==> config.mk <==
export PLATFORM = sky130hd
export DESIGN_NAME = lb_window
export DESIGN_NICKNAME = d
export VERILOG_FILES = /design/src/rtl/lb_window.sv
export SDC_FILE = /design/constraint.sdc
export NUM_CORES = 1
export LEC_CHECK = 0
export ABC_AREA = 1
export ABC_CLOCK_PERIOD_IN_PS = 4500
export BUFFER_PORTS_ARGS = -buffer_cell sky130_fd_sc_hd__buf_2
export CAP_MARGIN = 20
export CELL_PAD_IN_SITES_DETAIL_PLACEMENT = 0
export CELL_PAD_IN_SITES_GLOBAL_PLACEMENT = 1
export CORE_UTILIZATION = 50
export CTS_BUF_LIST = sky130_fd_sc_hd__clkbuf_4
export DETAILED_ROUTE_END_ITERATION = 7
export GPL_TIMING_DRIVEN = 0
export MAX_ROUTING_LAYER = met4
export PLACE_DENSITY_LB_ADDON = 0.1
export SYNTH_ARGS = -nofsm -noshare
export SYNTH_HDL_FRONTEND = slang
export SYNTH_SLANG_ARGS = --single-unit
==> constraint.sdc <==
create_clock -name clk -period 4.5 [get_ports clk]
set_input_delay 0.9 -clock clk [delete_from_list [all_inputs] [get_ports clk]]
set_output_delay 0.9 -clock clk [all_outputs]
set_load 0.005 [all_outputs]
==> src/rtl/lb_window.sv <==
// Line buffer: fills one image line from multi-pixel writes, then serves windowed reads until released.
// Optional macro LB_WINDOW_WRAP_EN: window pixels past the line end wrap to the line start instead of reading zero.
module lb_window #(
    parameter int PIX_W  = 8,
    parameter int LINE_W = 28,
    parameter int WR_PIX = 4,
    parameter int RD_PIX = 3,
    parameter int AW     = $clog2(LINE_W)
) (
    input  logic                      clk,
    input  logic                      rst,
    input  logic                      wr_en,
    input  logic [WR_PIX*PIX_W-1:0]   wr_data,
    output logic                      wr_ready,
    input  logic                      rd_en,
    input  logic [AW-1:0]             rd_addr,
    output logic [RD_PIX*PIX_W-1:0]   rd_data,
    output logic                      rd_valid,
    input  logic                      rel,
    output logic                      full,
    output logic [15:0]               line_cnt
);

    typedef enum logic {
        FILL = 1'b0,
        HOLD = 1'b1
    } state_t;

    // Extra index bits so rd_addr + k never overflows before the range test.
    localparam int            IW       = AW + 2;
    localparam logic [IW-1:0] LINE_W_I = IW'(LINE_W);
    localparam logic [AW-1:0] LAST_PTR = AW'(LINE_W - WR_PIX);
    localparam logic [AW-1:0] PTR_STEP = AW'(WR_PIX);

    state_t                     state;
    logic [AW-1:0]              wr_ptr;
    logic [PIX_W-1:0]           mem [LINE_W];
    logic [RD_PIX*PIX_W-1:0]    window;
    logic                       wr_accept;

    assign full      = (state == HOLD);
    assign wr_ready  = !full;
    assign wr_accept = wr_en && (state == FILL);

    function automatic logic [PIX_W-1:0] pix_at(input logic [IW-1:0] idx);
        logic [PIX_W-1:0] pix;
        pix = '0;
        if (idx < LINE_W_I) begin
            pix = mem[idx[AW-1:0]];
        end
`ifdef LB_WINDOW_WRAP_EN
        else begin
            pix = mem[AW'(idx % LINE_W_I)];
        end
`endif
        return pix;
    endfunction

    always_comb begin
        window = '0;
        for (int k = 0; k < RD_PIX; k++) begin
            window[k*PIX_W +: PIX_W] = pix_at(IW'(rd_addr) + IW'(k));
        end
    end

    // Pixel storage has no reset; a partial line is simply overwritten on the next fill.
    always_ff @(posedge clk) begin
        if (rst && wr_accept) begin
            for (int j = 0; j < WR_PIX; j++) begin
                mem[wr_ptr + AW'(j)] <= wr_data[j*PIX_W +: PIX_W];
            end
        end
    end

    always_ff @(posedge clk or negedge rst) begin
        if (!rst) begin
            state    <= FILL;
            wr_ptr   <= '0;
            line_cnt <= '0;
            rd_valid <= 1'b0;
            rd_data  <= '0;
        end else begin
            rd_valid <= 1'b0;
            case (state)
                FILL: begin
                    if (wr_en) begin
                        if (wr_ptr == LAST_PTR) begin
                            wr_ptr   <= '0;
                            line_cnt <= line_cnt + 16'd1;
                            state    <= HOLD;
                        end else begin
                            wr_ptr <= wr_ptr + PTR_STEP;
                        end
                    end
                end
                HOLD: begin
                    // A read in the release cycle still sees the line being released.
                    if (rd_en) begin
                        rd_data  <= window;
                        rd_valid <= 1'b1;
                    end
                    if (rel) begin
                        state <= FILL;
                    end
                end
                default: state <= FILL;
            endcase
        end
    end

endmodule
# Yosys cells after proc, flatten, opt, wreduce, memory -nomap -nowiden
# Memory sizes are Yosys's and may differ from the RTL's.
# Cells that the tools add are included.
# classes
add_sub_neg	7
reduce_logical	6
n_mux	12
order_cmp	3
bitwise_logic	1
eq_ne	1
# op_table
op	n
$mux W8	3
$add A16 B1 Y16 const B	1
$lt A6 B5 Y1 const B	2
$add A5 B2 Y5 const B	2
$mux W1	7
$add A5 B1 Y6 const B	1
$add A5 B2 Y6 const B	1
$add A5 B1 Y5 const B	1
$add A5 B3 Y5 const B	1
$eq A5 B5 Y1 const B	1
$lt A5 B5 Y1 const B	1
$mux W5	1
$reduce_and A2 Y1	2
$reduce_and A3 Y1	1
$logic_and A1 B1 Y1	2
$pmux W1 S2	1
$logic_not A1 Y1	1
$not A1 Y1	1
# totals
mem_count	1
output_inout_bits	43
elab_cells	36
inputBits	42
ram_bits	224
regBits	47
# memory_table
name	depth	width	read_ports	rd_ports_with_merged_regs	write_ports	line	text
mem	28	8	3	0	4	37	logic [PIX_W-1:0] mem [LINE_W];

# Longest topological paths before layout
# Gate-level depths: netlist (run 1).
# depth
word_depth	5
ltp_mapped	13
mapped_depth_nobuf	11

# Least setup slack after synthesis (run 1)
# Ideal clock, no wire load.
# synth_timing
path_kind	input port to flip-flop
start	input rd_addr[1]
end	register rd_data[16]
required_ns	4.384
cell_stages	11
path_slack_ns	2.210
setup_time_ns	0.116
n_path_buf	2
arrival_ns	2.174
cell_sequence	ha_1 -> clkbuf_1 -> inv_2 -> buf_1 -> nand3_1 -> nand3_1 -> nand2_1 -> a21oi_1 -> nor2_1 -> nand2_1 -> nand2_1
# synth_between
elab_chain_cells	3
elab_cells_between_ends	4
classes_between	add/sub: 1; order compare: 1; mux: 1; memory: 1
# synth_rtl
item	line	text
start: declaration	16	input logic [AW-1:0] rd_addr,
$add A5 B2 Y6 (*)	62	window[k*PIX_W +: PIX_W] = pix_at(IW'(rd_addr) + IW'(k));
$mem_v2 Z28 W8 / $lt A6 B5 Y1 (equally long branches)	-	
$mux W8 (*)	48	if (idx < LINE_W_I) begin
end signal: assignment	99	rd_data <= window;
end: declaration	17	output logic [RD_PIX*PIX_W-1:0] rd_data,
# Every way passes the cells marked *; elsewhere a longest branch is shown, timed or not.
# A chain may end at the register's enable or synchronous reset.

# Worst setup path in the final report (run 1)
# layout_timing
start	input rd_addr[1]
end	register rd_data[13]
# layout_between
elab_chain_cells	3
elab_cells_between_ends	4
classes_between	add/sub: 1; order compare: 1; mux: 1; memory: 1
# layout_rtl
item	line
$add A5 B1 Y6 (*)	62
$mem_v2 Z28 W8 / $lt A6 B5 Y1 (equally long branches)	-
$mux W8 (*)	48
# Marked as above.

==> summary.md, run 1 <==
| Metric | Value |
|---|---|
| Status | `complete, but fails checks` |
| Failing checks | `negative hold slack` |
| Pre-CTS setup slack | `between 0.8 and 0.9 ns` |
| Post-synth cell types | `32` |
| Worst path max stage delay | `0.63 ns` |
| Worst slew pin tran | `around 1.0 ns` |
| Total grt overflow | `0` |
| Wire length per cell | `between 20 and 30 um` |
| F_max | `between 300 and 400 MHz` |
| Worst Setup End Kind | `flip-flop` |
| Final Setup Violations | `0` |
| CTS buffer count | `73` |
| Synthesis-to-layout area growth | `11.5%` |
| P_leak | `about 8 nW` |
| Via density | `roughly 6.3` |
| I/O pin count | `85` |
| DIE HEIGHT | `approximately 180 um` |
| Number of global-route vias before repair | `between 15000 and 20000` |
| CP top delay family | `buffers and inverters` |
| WL met2 | `roughly 30000 um` |
| Final GP Congestion | `1.19` |
| Global-route wire length before repair | `around 110000 um` |
| Synthesized area per cell | `7.63 um2` |
| Hold_ws | `-0.0128 ns` |
| Commonest cells after routing, fill and taps aside | `nand2_1 (789), nand3_1 (442), edfxtp_1 (224)` |
| CP max-delay cell | `clkbuf_1` |
| Area fraction of the dominant cell type after synthesis | `between 40% and 50%` |
| Resize count post-CTS | `0` |
| Number of port buffers | `between 70 and 80` |
| Detail Placement HPWL | `59900 um` |
| CP Data Arrival Time | `around 3.5 ns` |
| Nets | `2305` |
| Peak VDD IR | `between 0.3 and 0.4 mV` |
| PD cells | `410 nW/um2` |
| Pre-Repair DR Iteration Count | `8` |
| 1st-iter DRT viols | `3521` |
| Core area | `31600 um2` |
| Row Count | `65` |
| Largest net degree at the start of global routing | `48` |
| H-tree Lvls | `3` |
| Max Slew Vio Count | `0` |
| RR Endpoint | `mem[20][3]` |
| Post-CTS setup buffers | `0` |
| Post-synthesis sequential area ratio | `roughly half` |
| FF-to-FF path depth | `6` |
| Worst r2r src | `full` |
| Met1 wire length | `about 29000 um` |
| Final wirelength | `77700 um` |
| Setup CP Type | `in -> reg` |
| CTS tree | `done` |
| HP Class | `in -> async` |
| Die area | `~33000 um2` |
| Clock Latency Late Sink | `0.78 ns` |
| Vias | `between 15000 and 20000` |
| Worst-path fanout max | `10` |
| Longest Clk Path Bufs | `3` |
| Yosys warns | `0` |
| Slack of the worst reg-to-reg path | `slightly below 2 ns` |
| RSZ-0062 raised after global routing | `no` |
| Post-Synthesis Cell Area | `roughly 16000 um2` |
| Share of layout cells above drive strength 1 | `between 10% and 20%` |
| CTS Sinks | `269` |
| Filler Cells Inserted | `between 2000 and 3000` |
| Clock slew at reported path FFs | `approximately 0.08 ns` |
| Synth top area cells | `edfxtp_1 (42%), nand2_1 (18%), nand3_1 (14%)` |
| Die span in x | `181 um` |
| Setup ws final | `1.67 ns` |
| Slew Limit Headroom | `slightly above 30%` |
| Initial core utilization | `around half` |
| Setup Skew | `around 0.053 ns` |
| Tcrit/Tclk final | `between 60% and 70%` |
| Max Used Layer | `met4` |
| Root Driver | `clkbuf_4` |
| Leading area contributor after synthesis | `edfxtp_1` |
| Antenna viol nets, final | `0` |
| Cell Chain, Critical Path | `buf_2 > ha_1 > buf_2 > inv_2 > clkbuf_1 > nand3_1 > nand2_1 > nand2_1 > nand3_1 > a21oi_1 > nand2_1 > nand2_1` |
| CP most frequent cell | `nand2_1` |
| Post-route minimum period | `between 2 and 3 ns` |
| Antenna violations before repair | `3` |
| Count of final hold-check violations | `1` |
| Flops & latches, synth | `269` |
| Mapped Cells | `2106` |
| CP Buf/Inv Count | `4` |
| Hold_buf cts | `0` |
| Max cap viols | `0` |
| CP Launch Type | `input pin` |
| Setup TNS | `0 ns` |
| Net count after synthesis | `approximately 2200` |
| Worst Path Required | `approximately 5.1 ns` |
| GRT Total Usage | `between 40 and 50%` |
| Residual DRC | `0` |
| Routed wl met3 | `between 10000 and 15000 um` |
| Commonest non-fill, non-tap cell in the layout | `nand2_1` |
==> synth_stat cells <==
cell,instances
buf_1,17
o21bai_4,1
nand2_2,1
nor2_4,1
nand3_1,442
or2_2,2
o31ai_1,1
o211ai_1,9
clkbuf_1,61
nand3_4,1
o22ai_1,1
o21ai_0,212
nand4_2,1
a21oi_1,32
nand2_1,789
nand4_1,3
nor3_1,6
buf_2,54
nor2_1,51
dfrtp_1,45
inv_1,98
xor2_1,7
xor2_2,2
nor2_2,1
inv_2,11
xnor2_1,6
xor2_4,3
buf_4,12
a31oi_1,2
ha_1,5
buf_6,5
edfxtp_1,224
==> state kept, by name, summed over array words and instances (netlist names) <==
signal and flops:
mem 224, rd_data 24, line_cnt 16, wr_ptr 3, full 1, rd_valid 1
==> worst max-delay path by stage <==
| stage | from | endpoint | cells past startpoint |
|---|---|---|---|
| 6_report | rd_addr[1] | rd_data[13] | 12 |
| 4_1_cts | rst | mem[20][3] | 6 |
| 3_5_place_dp | rst | mem[20][1] | 6 |
| 3_3_place_gp | rst | mem[20][0] | 6 |
| 5_1_grt | rd_addr[1] | rd_data[13] | 12 |
| 2_1_floorplan | rd_addr[1] | rd_data[16] | 11 |
==> final cells by class <==
cell class	instances	area [um2]	area share, %
plain buffers	149	709	3.96
flip-flops and latches	269	7850	43.8
clock inverters	32	191	1.07
well taps	402	503	2.81
multi-input cells	1579	7110	39.6
diodes	3	7.51	0.0419
inverters	109	409	2.28
repair buffers	77	400	2.23
clock buffers	100	751	4.19
==> power by group <==
part           total (mW)  switching (mW)  internal [mW]
clock                2.26            1.11           1.16
sequential           3.30           0.251           3.05
combinational        1.78            1.26          0.515
==> layer usage <==
layer | vias up | GRT usage (%)
li1 | 7420 | -
met1 | 7847 | 62.6
met2 | 1654 | 65.0
met3 | 324 | 19.4
met4 | 0 | 28.8
met5 | - | -
==> metrics by stage <==
stage	hold WS, ns	cells	util (%)	area, um2	power, mW
final	-0.0128	2720	56.8	17900	7.34
after global routing	0.00227	2720	56.8	17900	7.61
after CTS	0.284	2716	56.7	17900	7.24
after detailed placement	0.460	2584	53.7	17000	5.02
after global placement	0.457	2584	53.7	17000	4.99
after floorplan	0.472	2106	-	16100	4.25
==> cells by family after synthesis <==
kind of cell               Yosys count  synth area share, %
AOI/OAI and AO/OA                  258                 8.30
buffers and inverters              258                 6.96
and+or+nand+nor                   1298                 34.1
DFF                                269                 48.8
xor gates and xnor gates            18                 1.42
adders and majority gates            5                0.389
Note: power is estimated with default switching activity, not from simulation.
==> run 2, diff against run 1 <==
- ABC_CLOCK_PERIOD_IN_PS: 4500 -> 2800
- CORE_UTILIZATION: 50 -> 48
- clock period: 4.5 -> 2.8 ns (I/O delays scaled with it)
==> run 2 against run 1 <==
Compared with the run above: the flow now finishes without violations; clock skew is 0.0077 ns higher; highest routed layer unchanged; critical endpoint is now rd_data[9]; largest power group unchanged; sequential cell count stayed put; critical path depth stayed put.
==> summary.md, run 2 (same netlist as run 1, synthesis figures left out) <==
| Metric | Value |
|---|---|
| Final Setup Violations | `0` |
| Max Slew Vio Count | `0` |
| HP Class | `in -> reg` |
| Max cap viols | `0` |
| Pre-Repair DR Iteration Count | `8` |
| DIE HEIGHT | `185 um` |
| Initial core utilization | `49.0%` |
| Number of global-route vias before repair | `around 15000` |
| Row Count | `66` |
| Residual DRC | `0` |
| Slew Limit Headroom | `around a third` |
| Die span in x | `~190 um` |
| Total grt overflow | `0` |
| Filler Cells Inserted | `between 3000 and 4000` |
| H-tree Lvls | `3` |
| F_max | `around 400 MHz` |
| Longest Clk Path Bufs | `3` |
| Largest regs | `mem x224, rd_data x24, line_cnt x16` |
| Setup TNS | `0 ns` |
| Share of layout cells above drive strength 1 | `between 10% and 20%` |
| Final GP Congestion | `1.11` |
| Worst Path Required | `around 3.5 ns` |
| Peak VDD IR | `roughly 0.58 mV` |
| Post-CTS setup buffers | `0` |
| Pre-CTS setup slack | `-0.515 ns` |
| Tcrit/Tclk final | `approximately nine tenths` |
| Wire length per cell | `slightly below 30 um` |
| Vias | `about 17000` |
| Antenna violations before repair | `4` |
| Detail Placement HPWL | `62100 um` |
| Setup CP Type | `in -> reg` |
| Final wirelength | `just over 80000 um` |
| Worst-path fanout max | `10` |
| Core area | `approximately 33000 um2` |
| Clock slew at reported path FFs | `0.07 ns` |
| Antenna viol nets, final | `0` |
| CTS tree | `done` |
| Status | `complete, no violations` |
| PD cells | `661 nW/um2` |
| Root Driver | `clkbuf_4` |
| Nets | `approximately 2300` |
| I/O pin count | `85` |
| Commonest cells after routing, fill and taps aside | `nand2_1 (789), nand3_1 (442), edfxtp_1 (224)` |
| Commonest non-fill, non-tap cell in the layout | `nand2_1` |
| CTS buffer count | `73` |
| P_leak | `8.19 nW` |
| CTS Sinks | `~270` |
| RSZ-0062 raised after global routing | `no` |
| Setup Skew | `0.0609 ns` |
| CP Data Arrival Time | `3.19 ns` |
| Post-layout instance area | `18000 um2` |
| Worst slew pin tran | `a little over 1 ns` |
| Synthesis-to-layout area growth | `12.0%` |
| Count of final hold-check violations | `0` |
| Die area | `~34000 um2` |
| CP Launch Type | `input pin` |
| 1st-iter DRT viols | `between 3000 and 4000` |
| Clock Latency Late Sink | `between 0.7 and 0.8 ns` |
| Global-route wire length before repair | `roughly 110000 um` |
| Worst Setup End Kind | `flip-flop` |
| Post-Place Cell Area | `approximately 17000 um2` |
| Largest Register | `mem` |
| Number of port buffers | `76` |
| GRT Total Usage | `49.4%` |
| Setup ws final | `0.270 ns` |
| Post-route minimum period | `about 2.5 ns` |
| Largest net degree at the start of global routing | `25` |
| Via density | `6.28` |
| Max reg flops | `roughly 220` |
## run 2: cell count changes in the layout (fill, tap and decap cells not counted), sizes merged
| cell | delta |
|---|---|
| clkbuf | +8 |
| clkinv | -8 |
| dlygate4sd3 | +3 |
| buf | -1 |
| bufinv | -1 |
| clkinvlp | +1 |
| inv | -1 |
## run 2: path summary, 6_finish.rpt
| path | to | slack, ns | cells after the start | from |
|---|---|---|---|---|
| min in group asynchronous | line_cnt[0] | 0.30 | 2 | rst |
| worst max-delay path | rd_data[9] | 0.27 | 12 | rd_addr[1] |
| worst min-delay path | wr_ptr[3] | 0.21 | 4 | wr_en |
| max in group asynchronous | rd_data[21] | 1.53 | 3 | rst |
| worst min register to register | rd_data[20] | 0.47 | 2 | rd_data[20] |
| worst max register to register | mem[24][7] | 0.36 | 6 | full |
## run 2: layout make-up
type | instances | area (um2) | share of cell area, %
Buffer | 149 | 709 | 3.94
Antenna cell | 3 | 7.51 | 0.0417
Inverter | 109 | 409 | 2.27
Clock buffer | 107 | 803 | 4.46
Tap cell | 442 | 553 | 3.07
Sequential cell | 269 | 7850 | 43.6
Multi-Input combinational cell | 1579 | 7110 | 39.5
Timing Repair Buffer | 80 | 433 | 2.40
Clock inverter | 23 | 138 | 0.764
## run 2: worst max-delay path: stages
cell and delay [ns]:
buf_2 0.16, ha_1 0.28, buf_2 0.17, inv_2 0.22
clkbuf_1 0.67, nand3_1 0.20, nand2_1 0.12, nand2_1 0.05
nand3_1 0.36, a21oi_1 0.15, nand2_1 0.17, nand2_1 0.07
## run 2: repair_timing
item,in CTS,in global routing
setup endpoints to repair,0,147
hold buffers,4,0
hold endpoints to repair,6,0
gates resized for setup,0,1
## run 2: through the flow
step / hold slack, ns / power, mW / instances / util, %
floorplan: 0.264 / 6.83 / 2106 / -
global placement: 0.460 / 8.08 / 2624 / 51.9
detailed placement: 0.462 / 8.12 / 2624 / 51.9
finish: 0.215 / 11.9 / 2761 / 54.9
CTS: 0.179 / 11.7 / 2758 / 54.9
global route: 0.266 / 12.3 / 2761 / 54.9
## run 2: routing by layer
metal / track usage [%] / share of wire (%)
met2: 64.3 / 39
met5: - / 0
met3: 20.5 / 17
met4: 30.4 / 7.2
met1: 62.8 / 37
## run 2: power by group
part / internal [mW] / leakage, nW / switching [mW]
Clock: 1.86 / 0.560 / 1.82
Combinational: 0.830 / 5.03 / 2.06
Sequential: 4.91 / 2.60 / 0.424
